--- src/rtl/bitty_sequencer.sv ---
// Program sequencer: fetches 16-bit instructions from ROM, issues them to bitty
// one at a time, counts retirements and watches for a hung core.
// Ports: clk/reset, start/stop/start_pc/prog_len control, mem_addr/mem_rdata ROM,
//        cpu_instr/cpu_run/cpu_done core handshake, busy/finished/timeout_err/instr_count status.
module bitty_sequencer #(
  parameter int ADDR_W      = 8,
  parameter int TIMEOUT_CYC = 64
) (
  input  logic              clk,
  input  logic              reset,
  input  logic              start,
  input  logic              stop,
  input  logic [ADDR_W-1:0] start_pc,
  input  logic [ADDR_W:0]   prog_len,
  output logic [ADDR_W-1:0] mem_addr,
  input  logic [15:0]       mem_rdata,
  output logic [15:0]       cpu_instr,
  output logic              cpu_run,
  input  logic              cpu_done,
  output logic              busy,
  output logic              finished,
  output logic              timeout_err,
  output logic [15:0]       instr_count
);

  localparam int WD_W = $clog2(TIMEOUT_CYC);

  typedef enum logic [2:0] {
    IDLE, FETCH, ISSUE, WAIT, NEXT, ERR
  } state_t;

  state_t            state, state_n;
  logic [ADDR_W:0]   rem, rem_n;
  logic [WD_W-1:0]   wd, wd_n;
  logic              stop_pending, stopp_n;
  logic [ADDR_W-1:0] pc_n;
  logic [15:0]       instr_n, cnt_n;
  logic              tout_n, fin_n, run_n, busy_n;

  always_ff @(posedge clk or posedge reset) begin
    if (reset) begin
      state <= IDLE;
    end else begin
      state <= state_n;
    end
  end

  always_comb begin
    state_n = state;
    pc_n    = mem_addr;
    rem_n   = rem;
    wd_n    = wd;
    cnt_n   = instr_count;
    instr_n = cpu_instr;
    tout_n  = timeout_err;
    stopp_n = stop_pending;
    fin_n   = 1'b0;
    unique case (state)
      IDLE, ERR: begin
        if (start) begin
          cnt_n  = '0;
          tout_n = 1'b0;
          if (prog_len != '0) begin
            state_n = FETCH;
            pc_n    = start_pc;
            rem_n   = prog_len;
            stopp_n = 1'b0;
          end else begin
            state_n = IDLE;
            fin_n   = 1'b1;
          end
        end
      end
      FETCH: begin
        stopp_n = stop_pending | stop;
        instr_n = mem_rdata;
        state_n = ISSUE;
      end
      ISSUE: begin
        stopp_n = stop_pending | stop;
        wd_n    = '0;
        state_n = WAIT;
      end
      WAIT: begin
        stopp_n = stop_pending | stop;
        if (cpu_done) begin
          state_n = NEXT;
          if (instr_count != 16'hFFFF) begin
            cnt_n = instr_count + 16'd1;
          end
        end else if (wd == WD_W'(TIMEOUT_CYC - 1)) begin
          state_n = ERR;
          tout_n  = 1'b1;
        end else begin
          wd_n = wd + WD_W'(1);
        end
      end
      NEXT: begin
        rem_n = rem - (ADDR_W+1)'(1);
        pc_n  = mem_addr + ADDR_W'(1);
        // a stop landing in this very cycle still halts before the next fetch
        if (rem == (ADDR_W+1)'(1) || stop_pending || stop) begin
          state_n = IDLE;
          fin_n   = 1'b1;
        end else begin
          state_n = FETCH;
        end
      end
      default: state_n = IDLE;
    endcase
    run_n  = (state_n == ISSUE);
    busy_n = (state_n == FETCH) || (state_n == ISSUE) ||
             (state_n == WAIT)  || (state_n == NEXT);
  end

  always_ff @(posedge clk or posedge reset) begin
    if (reset) begin
      mem_addr     <= '0;
      rem          <= '0;
      wd           <= '0;
      stop_pending <= 1'b0;
      cpu_instr    <= '0;
      instr_count  <= '0;
      timeout_err  <= 1'b0;
      finished     <= 1'b0;
      cpu_run      <= 1'b0;
      busy         <= 1'b0;
    end else begin
      mem_addr     <= pc_n;
      rem          <= rem_n;
      wd           <= wd_n;
      stop_pending <= stopp_n;
      cpu_instr    <= instr_n;
      instr_count  <= cnt_n;
      timeout_err  <= tout_n;
      finished     <= fin_n;
      cpu_run      <= run_n;
      busy         <= busy_n;
    end
  end

endmodule
--- config.mk ---
export PLATFORM = sky130hd
export DESIGN_NAME = bitty_sequencer
export DESIGN_NICKNAME = d
export VERILOG_FILES = /design/src/rtl/bitty_sequencer.sv
export SDC_FILE = /design/constraint.sdc
export NUM_CORES = 1
export LEC_CHECK = 0
export ABC_AREA = 1
export CAP_MARGIN = 0
export CORE_MARGIN = 3
export CORE_UTILIZATION = 54
export DETAILED_ROUTE_END_ITERATION = 10
export PLACE_DENSITY = 0.89
export SLEW_MARGIN = 40
export SYNTH_ARGS = -nofsm -noshare
export SYNTH_HDL_FRONTEND = slang
export SYNTH_SLANG_ARGS = --single-unit
--- constraint.sdc ---
create_clock -name clk -period 5.2 [get_ports clk]
set_input_delay 0.52 -clock clk [delete_from_list [all_inputs] [get_ports clk]]
set_output_delay 0.52 -clock clk [all_outputs]
set_load 0.005 [all_outputs]
; ---- Yosys cells after proc, flatten, opt, wreduce, memory -nomap -nowiden
; Index checks and enable logic that the tools add are counted.
[op_classes]
n_reduce_logical = 18
n_eq_ne = 19
n_addsub = 4
bitwise = 1
muxes = 30
[ops]
columns = op, count
row1 = 16-bit two-way mux, 3
row2 = 16-bit case mux with 2 select lines, 1
row3 = 9-bit two-way mux, 2
row4 = 9-bit case mux with 2 select lines, 1
row5 = "16-bit by 1-bit adder with 16-bit output, second input constant", 1
row6 = 8-bit two-way mux, 2
row7 = "16-bit inequality test, second input constant", 1
row8 = 8-bit case mux with 2 select lines, 1
row9 = 3-bit case mux with 5 select lines, 1
row10 = "2-bit inequality test, second input constant", 7
row11 = "3-bit by 2-bit == test with 1-bit output, second input constant", 4
row12 = 6-bit two-way mux, 2
row13 = 6-bit case mux with 2 select lines, 1
row14 = 1-bit two-way mux, 10
row15 = "3-bit == test, second input constant", 3
row16 = "9-bit by 1-bit == test with 1-bit output, second input constant", 1
row17 = 3-bit two-way mux, 3
row18 = 3-bit AND reduction, 3
row19 = 9-bit nonzero test, 1
row20 = "9-bit by 1-bit subtractor with 9-bit output, second input constant", 1
row21 = "8-bit by 1-bit adder with 8-bit output, second input constant", 1
row22 = 4-bit AND reduction, 2
row23 = 2-bit nonzero test, 4
row24 = "6-bit by 1-bit adder with 6-bit output, second input constant", 1
row25 = other kinds (8), 15
[word_totals]
reg_bits = 63
output_inout_bits = 44
input_bits = 38
wordCells = 83

; ---- Logic depth before layout (Yosys ltp)
[depth]
ltp_word = 9
ltp_mapped = 12
depth_no_buf = 12

; ---- Worst setup path before layout
; No wires, ideal clock.
[synth_path]
path_type = flip-flop to flip-flop
from = register instr_count[0]
to = register instr_count[14]
required_ns = 5.079
path_stages_with_launch = 10
n_path_buf = 1
synth_period_minus_slack_ns = 1.628
setup_ns = 0.121
setup_slack_ns = 3.572
arrival_time_ns = 1.507
path_cell_list = dfrtp_1 > ha_1 > nand2_1 > nor2_2 > nand2_1 > o21ai_1 > nand2_2 > inv_2 > buf_6 > o21ai_1
[synth_between]
elab_chain_len = 4
[synth_rtl]
columns = element, line
row1 = start: declaration, 23  ; output logic [15:0] instr_count
row2 = start signal: assignment, 134  ; instr_count <= cnt_n;
row3 = 16-bit by 1-bit adder with 16-bit output, 89  ; cnt_n = instr_count + 16'd1;
row4 = 16-bit two-way mux, 88  ; if (instr_count != 16'hFFFF) begin
row5 = 16-bit two-way mux, 86  ; if (cpu_done) begin
row6 = 16-bit case mux with 2 select lines, 58  ; unique case (state)
; Parallel ways exist; a longest one is shown, timed or not. The select of a mux whose other input is x is not followed.
; A chain may end at the register's enable or synchronous reset.

; ---- Worst setup path in the final report
[layout_path]
from = register state[0]
to = register mem_addr[4]
[layout_between]
elab_chain_len = 4
[layout_rtl]
columns = element, line
row1 = start: declaration, 32  ; state_t state, state_n;
row2 = start signal: assignment, 44  ; state <= state_n;
row3 = 3-bit == test or 3-bit zero test (tied branches), 58
row4 = 2-bit OR reduction, 58
row5 = 2-bit inequality test (no line) or 2-bit nonzero test (tied branches), --
row6 = 3-bit AND reduction (no line), --
row7 = end signal: assignment, 129  ; mem_addr <= pc_n;
row8 = end: declaration, 15  ; output logic [ADDR_W-1:0] mem_addr,
; Parallel ways exist; a longest one is shown, timed or not.

==> out/qor.tcl <==
set qor(drt_drc) 0
set qor(mean_routed_wirelength_per_cell_um) 14.2
set qor(final.setup.tns_ns) 0
set qor(path_clk_slew_ns) 0.07
set qor(coreArea_um2) 6100
set qor(cts_tree) {done}
set qor(stdcell_count) 637
set qor(post-route-period-util_pct) 43.1
set qor(worst-endpoint-required_ns) 5.40
set qor(syn-mean-instance-area_um2) 7.38
set qor(die_h_um) 86.6
set qor(met1_length_um) 3750
set qor(wl_met3_um) 575
set qor(yosysWarnings) 0
set qor(synth_seq_area_share_pct) 44.9
set qor(criticalPathCategory) {flop to flop}
set qor(drtAntennaViolNets) 0
set qor(min_period_ns) 2.24
set qor(synth-edff-count) 0
set qor(grt_setup_unrepaired) {false}
set qor(highest_layer) {met4}
set qor(post-dp-hpwl_um) 6320
set qor(finalWeightedCongestion) 0.887
set qor(wl_um) 9060
set qor(synth_largest_area_cell) {sky130_fd_sc_hd__dfrtp_1}
set qor(cts_resized) 0
set qor(crit_path_end_kind) {flop}
set qor(synth.distinct_cells) 34
set qor(leakage_power_nw) 2.14
set qor(drt_first_pass_iters) 5
set qor(die_w_um) 86.6
set qor(cells_taking_the_most_area_after_synthesis) {sky130_fd_sc_hd__dfrtp_1 (45%), sky130_fd_sc_hd__nand2_1 (21%), sky130_fd_sc_hd__o21ai_0 (4.1%)}
set qor(clock-root-buffer) {sky130_fd_sc_hd__clkbuf_8}
set qor(diodes) 0
set qor(place.port_buffers) 81
set qor(post_cts_hold_buffer_count) 0
set qor(drive_gt1_share_pct) 6.58
set qor(p_per_area_nw_per_um2) 504
set qor(grt_first_pass_wirelength_um) 15200
set qor(cts_setup_buffers) 0
set qor(timing.final.ws_setup_ns) 2.96
set qor(max-cap-violations) 0
set qor(syn_nets) 519
set qor(grt.overflow.total) 0
set qor(slew_at_the_pin_closest_to_its_max_slew_limit_ns) 0.675
set qor(final-setup-viol-count) 0
set qor(worstSetupStartpointType) {flop}
set qor(via_count) 3436
set qor(post_synth_design_cell_area_um2) 3510
set qor(clkSinkCount) 63
set qor(cts-buffers-inserted) 9
set qor(synth-seq-cells) 63
set qor(finalNetCount) 600
set qor(placed_cells) 621
set qor(ir_drop_worst_case_vdd_uv) 297
set qor(fmaxAchievable_mhz) 446
set qor(dpl_worst_slack_ns) 2.89
set qor(worst_skew_pair.late_latency_ns) 0.33
set qor(final_core_util_pct) 74.9
set qor(layout.cell_area.non_filler_um2) 4560
set qor(number_of_global_route_vias_before_repair) 3269
set qor(met2_wirelength_um) 4620
set qor(num_io_pins) 82
set qor(cts.htree.levels) 3
set qor(place_area_um2) 4350
set qor(grt_antenna_before_repair) 0
set qor(maximum_number_of_pins_on_one_net_before_global_route_repair) 64
set qor(core.rowCount) 28
set qor(holdCritPathClass) {flop to flop}
set qor(clock_tree.buffer_depth) 2
set qor(grt_util_all_layers_pct) 25.1
set qor(syn_inst) 476
set qor(relSlewSlack_pct) 54.9
set qor(synth.top_cell.area_share_pct) 44.9
set qor(detailedRoute.firstIterationViolations) 256
set qor(synth_top_flop_cell) {sky130_fd_sc_hd__dfrtp_1}
set qor(avgViaCountPerCell) 5.39
set qor(cp_data_arrival_time_ns) 2.44
set qor(crit_fanout) 22
set qor(floorplan.initialDensity_pct) 57.6
set qor(status) {finished clean}
set qor(final_hold_viol_count) 0
set qor(area.growth.synth_to_final_pct) 29.9
set qor(synth-async-reset-ratio_pct) 100
set qor(final.setup_skew_ns) 0.00952
set qor(dieArea_um2) 7510
set qor(drv_slew) 0
-- critical path, stage by stage (launching register included) --
cell and delay, ns:
sky130_fd_sc_hd__dfrtp_1 0.50, sky130_fd_sc_hd__nor3_4 0.58, sky130_fd_sc_hd__inv_2 0.32, sky130_fd_sc_hd__a21oi_4 0.55
sky130_fd_sc_hd__o21ai_0 0.14
-- per-stage QoR --
step / power, mW / hold WS (ns)
finish: 2.30 / 0.485
global route: 2.48 / 0.506
CTS: 2.31 / 0.484
detailed placement: 1.85 / 0.465
global placement: 1.80 / 0.462
floorplan: 1.47 / 0.449
-- cell families after synthesis --
group / synth area share [%]
AND/OR/NAND/NOR: 34.0
XOR/XNOR: 4.49
buffers and inverters: 6.27
flip-flops: 44.9
adder cells (fa/ha/maj): 1.78
AO/OA/AOI/OAI: 8.62
-- cells in the mapped netlist, drive strengths merged, types with 2 or more instances --
library cell	number
nand2	206
dfrtp	63
nor2	40
inv	38
o21ai	37
nand3	25
xor2	16
o31ai	7
buf	6
clkbuf	6
ha	5
nand4	5
nor3	5
a21oi	4
or2	3
nand3b	2
xnor2	2
-- state kept, by name, indices dropped and copies added, names as in the netlist --
register      flops
cpu_instr        16
busy              1
rem               9
cpu_run           1
timeout_err       1
wd                6
state             3
mem_addr          8
instr_count      16
stop_pending      1
finished          1
-- layer usage --
| layer | GRT usage [%] | vias up |
|---|---|---|
| li1 | - | 1666 |
| met1 | 33.1 | 1614 |
| met2 | 41.9 | 137 |
| met3 | 4.47 | 19 |
| met4 | 8.64 | 0 |
| met5 | 0 | - |
-- cells in the final DEF, fill, tap and decap left out, types with 2 or more instances in the layout --
cell,count
sky130_fd_sc_hd__nand3_1,25
sky130_fd_sc_hd__ha_1,5
sky130_fd_sc_hd__clkdlybuf4s50_1,81
sky130_fd_sc_hd__clkinv_2,2
sky130_fd_sc_hd__nand2_2,3
sky130_fd_sc_hd__or2_2,3
sky130_fd_sc_hd__xor2_1,16
sky130_fd_sc_hd__o21ai_0,29
sky130_fd_sc_hd__inv_1,31
sky130_fd_sc_hd__dfrtp_1,63
sky130_fd_sc_hd__nor2_1,37
sky130_fd_sc_hd__nand2_4,2
sky130_fd_sc_hd__a21oi_1,3
sky130_fd_sc_hd__o21ai_1,7
sky130_fd_sc_hd__nor2_2,2
sky130_fd_sc_hd__o31ai_1,7
sky130_fd_sc_hd__inv_2,7
sky130_fd_sc_hd__xnor2_1,2
sky130_fd_sc_hd__nand2_1,201
sky130_fd_sc_hd__clkbuf_8,12
sky130_fd_sc_hd__nor3_1,4
sky130_fd_sc_hd__nand3b_1,2
sky130_fd_sc_hd__nand4_1,5
-- worst paths after layout --
kind	from	to	slack, ns	cells past startpoint
min in group asynchronous	reset	rem[8]	0.64	3
worst min register to register	cpu_instr[9]	cpu_instr[9]	0.49	2
max in group asynchronous	reset	instr_count[12]	4.16	3
worst max-delay path	state[0]	mem_addr[4]	2.96	4
worst min-delay path	cpu_instr[9]	cpu_instr[9]	0.49	2
worst max register to register	state[0]	mem_addr[4]	2.96	4
-- where the power goes --
part           total [mW]  leakage, nW  internal, mW  switching [mW]
registers           0.813        0.810         0.664           0.149
clock network       0.445        0.109         0.259           0.185
logic                1.04         1.22         0.436           0.607
total                2.30         2.14          1.36           0.941
-- area by class of cell --
class | count | area (µm²)
multi-input combinational | 362 | 1720
sequential | 63 | 1580
fill | 460 | 1530
timing repair buffer | 82 | 822
clock buffer | 13 | 169
inverter | 39 | 146
tap | 75 | 93.8
clock inverter | 3 | 40.0
Note: power is estimated with default switching activity, not from simulation.
==> patch 1, RTL diff (same settings) <==
Re-encode `state_t` (6 states) as Gray code, 3 bits wide.
--- a/src/rtl/bitty_sequencer.sv
+++ b/src/rtl/bitty_sequencer.sv
@@ -27,5 +27,5 @@
 
   typedef enum logic [2:0] {
-    IDLE, FETCH, ISSUE, WAIT, NEXT, ERR
+    IDLE = 3'b000, FETCH = 3'b001, ISSUE = 3'b011, WAIT = 3'b010, NEXT = 3'b110, ERR = 3'b111
   } state_t;
 
Behaviour: no difference found for any inputs over 10 cycles, from zero or initial values and one cycle with reset high; not proved beyond that.
==> patch 1 against the unedited design <==
- routed wire length decreased by 2.1%
- area after synthesis increased by 0.14%
- setup slack improved by 190 ps
- sequential cell count unchanged
- register-to-register slack better by 250 ps
- cell area rose by 0.88%
- total power shrank 2.0%
- non-clock buffer count up 1
- critical path type is now in -> reg
- critical endpoint is now mem_addr[0]$_DFFE_PP0P_
==> patch 1: results (changes against the unedited design) <==
[metrics] sequential fraction of the synthesis area: 44.8% (was 44.9%)
[metrics] DP Wirelength: 6320 µm (about the same)
[metrics] Starting DRT DRC Count: 232 (was 256)
[metrics] fraction of cell area in non-clock buffers: 18.0% (about the same)
[metrics] ranking of synthesized cells by instance count: 181 x sky130_fd_sc_hd__nand2_1, 63 x sky130_fd_sc_hd__dfrtp_1, 51 x sky130_fd_sc_hd__nor2_1 (was 201 x sky130_fd_sc_hd__nand2_1, 63 x sky130_fd_sc_hd__dfrtp_1, 37 x sky130_fd_sc_hd__nor2_1)
[metrics] number of distinct library cells after synthesis: 26 (was 34)
[metrics] power attributed to the clock group: 0.000529 W (was 0.000445 W)
[metrics] post-route met1 wirelength: 3730 µm (was 3750 µm)
[metrics] Power Internal: 0.00138 W (was 0.00136 W)
[metrics] filler cell count: 449 (was 460)
[metrics] count of buffers not belonging to the clock network in the layout: 83 (was 82)
[metrics] worst hold-check slack: 474 ps (was 485 ps)
[metrics] met3 Track Usage GR: 4.66% (was 4.47%)
[metrics] proportion of cell area occupied by multi-input gates: 37.2% (was 37.6%)
[metrics] source-to-sink clock delay at the later pin of the worst-skew pair: 350 ps (was 330 ps)
[metrics] fraction of final layout cells with drive strength greater than 1: 7.91% (was 6.58%)
[metrics] hold path endpoint: cpu_instr[4]$_DFFE_PP0P_ (was cpu_instr[9]$_DFFE_PP0P_)
[metrics] actual transition at the worst max-transition pin: 581 ps (was 675 ps)
[metrics] wire length on met2: 4460 µm (was 4620 µm)
[metrics] Multi-Input Combinational: 368 (was 362)
[metrics] first-pass GRT wire length: 15000 µm (was 15200 µm)
[metrics] adder-cell area share of the yosys netlist: 1.78% (about the same)
[metrics] complex-gate fraction of the synthesized area: 7.65% (was 8.62%)
[metrics] XOR/XNOR share of the synthesized area: 2.74% (was 4.49%)
[metrics] maximum vdd ir drop: 329 µV (was 297 µV)
[metrics] outcome: finished clean (unchanged)
[metrics] GR Layer Usage met1: 31.1% (was 33.1%)
[metrics] Critical R2R Capture: mem_addr[6]$_DFFE_PP0P_ (was mem_addr[4]$_DFFE_PP0P_)
-- patch 1: worst max-delay path, cell delays in order --
cell and delay (ps):
sky130_fd_sc_hd__clkdlybuf4s50_1 420, sky130_fd_sc_hd__or2_2 290, sky130_fd_sc_hd__nor2_1 140, sky130_fd_sc_hd__nand2_1 110, sky130_fd_sc_hd__nand2_2 230, sky130_fd_sc_hd__nand2_2 250, sky130_fd_sc_hd__inv_1 230, sky130_fd_sc_hd__nand2_1 70
sky130_fd_sc_hd__nand3_1 70
-- patch 1: worst max-delay path by stage --
stage                             startpoint                      end  slack [ps]  cells after the start
final                            prog_len[7]  mem_addr[0]$_DFFE_PP0P_        3150                      9
after global routing             prog_len[7]       rem[2]$_DFFE_PP0P_        2940                      9
after CTS                 state[0]$_DFF_PP0_  mem_addr[6]$_DFFE_PP0P_        2870                      6
after detailed placement         prog_len[7]       rem[3]$_DFFE_PP0P_        2800                      8
after global placement           prog_len[7]       rem[3]$_DFFE_PP0P_        2850                      8
after floorplan                        reset           busy$_DFF_PP0_        3110                      1
==> patch 2, RTL diff (same settings) <==
Without the edit above. `ADDR_W`: 8 -> 9.
--- a/src/rtl/bitty_sequencer.sv
+++ b/src/rtl/bitty_sequencer.sv
@@ -4,5 +4,5 @@
 //        cpu_instr/cpu_run/cpu_done core handshake, busy/finished/timeout_err/instr_count status.
 module bitty_sequencer #(
-  parameter int ADDR_W      = 8,
+  parameter int ADDR_W      = 9,
   parameter int TIMEOUT_CYC = 64
 ) (
Ports: changed (resized mem_addr, prog_len and start_pc); port bits go from 82 to 85. The function was not compared with the original's and may differ.
==> patch 2 against the unedited design <==
- routed wire length up 1.1%
- setup slack worse by 16 ps
- area after synthesis increased by 8.7%
- sequential power rose by 4.9%
- cell area up 6.3%
- critical path depth is 3 higher
- count of clock-buffer cells in the layout unchanged
- synthesized cell count is 4.6% higher
- total power increased by 6.4%
- core utilization fell by 3.9 points
- sequential cell count grew 2
- first-iteration DRC count shrank 5.1%
- highest routed layer unchanged
==> patch 2: results (changes against the unedited design) <==
[metrics] outcome: finished clean (unchanged)
[metrics] met3 Track Usage GR: 5.69% (was 4.47%)
[metrics] cells after synthesis: 498 (was 476)
[metrics] launch instance of the worst register-to-register path: state[1]$_DFF_PP0_ (was state[0]$_DFF_PP0_)
[metrics] Starting DRT DRC Count: 243 (was 256)
[metrics] fraction of power spent switching nets: 42.4% (was 40.9%)
[metrics] actual transition at the worst max-transition pin: 732 ps (was 675 ps)
[metrics] DP Wirelength: 6520 µm (was 6320 µm)
[metrics] Register-to-Register Path Depth: 7 (was 4)
[metrics] Largest stage delay, worst path: 670 ps (was 580 ps)
[metrics] per-cell via count in the routed design: 5.21 (was 5.39)
[metrics] data arrival time of the critical path: 2540 ps (was 2440 ps)
[metrics] adder-cell area share of the yosys netlist: 1.64% (was 1.78%)
[metrics] count of placed standard cells including taps: 665 (was 621)
[metrics] post-route met1 wirelength: 3840 µm (was 3750 µm)
[metrics] number of distinct library cells after synthesis: 39 (was 34)
[metrics] final net count: 625 (was 600)
[metrics] detail-routed net length per standard cell: 13.4 µm (was 14.2 µm)
[metrics] total power of the final layout: 0.00245 W (was 0.00230 W)
[metrics] final cell count without fillers: 681 (was 637)
[metrics] worst hold-check slack: 487 ps (was 485 ps)
[metrics] maximum vdd ir drop: 296 µV (was 297 µV)
[metrics] GR Layer Usage met1: 29.6% (was 33.1%)
[metrics] Top Registers: cpu_instr: 16 flops, instr_count: 16 flops, rem: 10 flops (was cpu_instr: 16 flops, instr_count: 16 flops, rem: 9 flops)
[metrics] complex-gate fraction of the synthesized area: 8.13% (was 8.62%)
[metrics] Worst Clk Skew: 9.56 ps (was 9.52 ps)
==> patch 2: cell count changes after synthesis, moves of 6 or more <==
cell | before | now
sky130_fd_sc_hd__nand2_1 | 201 | 185
sky130_fd_sc_hd__nor2_1 | 37 | 52
sky130_fd_sc_hd__o21ai_0 | 29 | 19
sky130_fd_sc_hd__nand2_2 | 3 | 12
sky130_fd_sc_hd__o21ai_2 | 1 | 10
sky130_fd_sc_hd__clkbuf_1 | 6 | 0
==> patch 2: tightest hold or removal path, delay by kind of cell, from the launching register on <==
family | cells | cell delay [ps]
AND/OR/NAND/NOR | 2 | 120
flip-flops | 1 | 350
==> patch 2: area by class of cell <==
class | count | area (µm²)
Clock buffer | 13 | 149
Clock inverter | 3 | 40.0
Fill cell | 544 | 1980
Inverter | 41 | 161
Multi-Input combinational cell | 378 | 1900
Sequential cell | 65 | 1630
Tap cell | 96 | 120
Timing Repair Buffer | 85 | 852
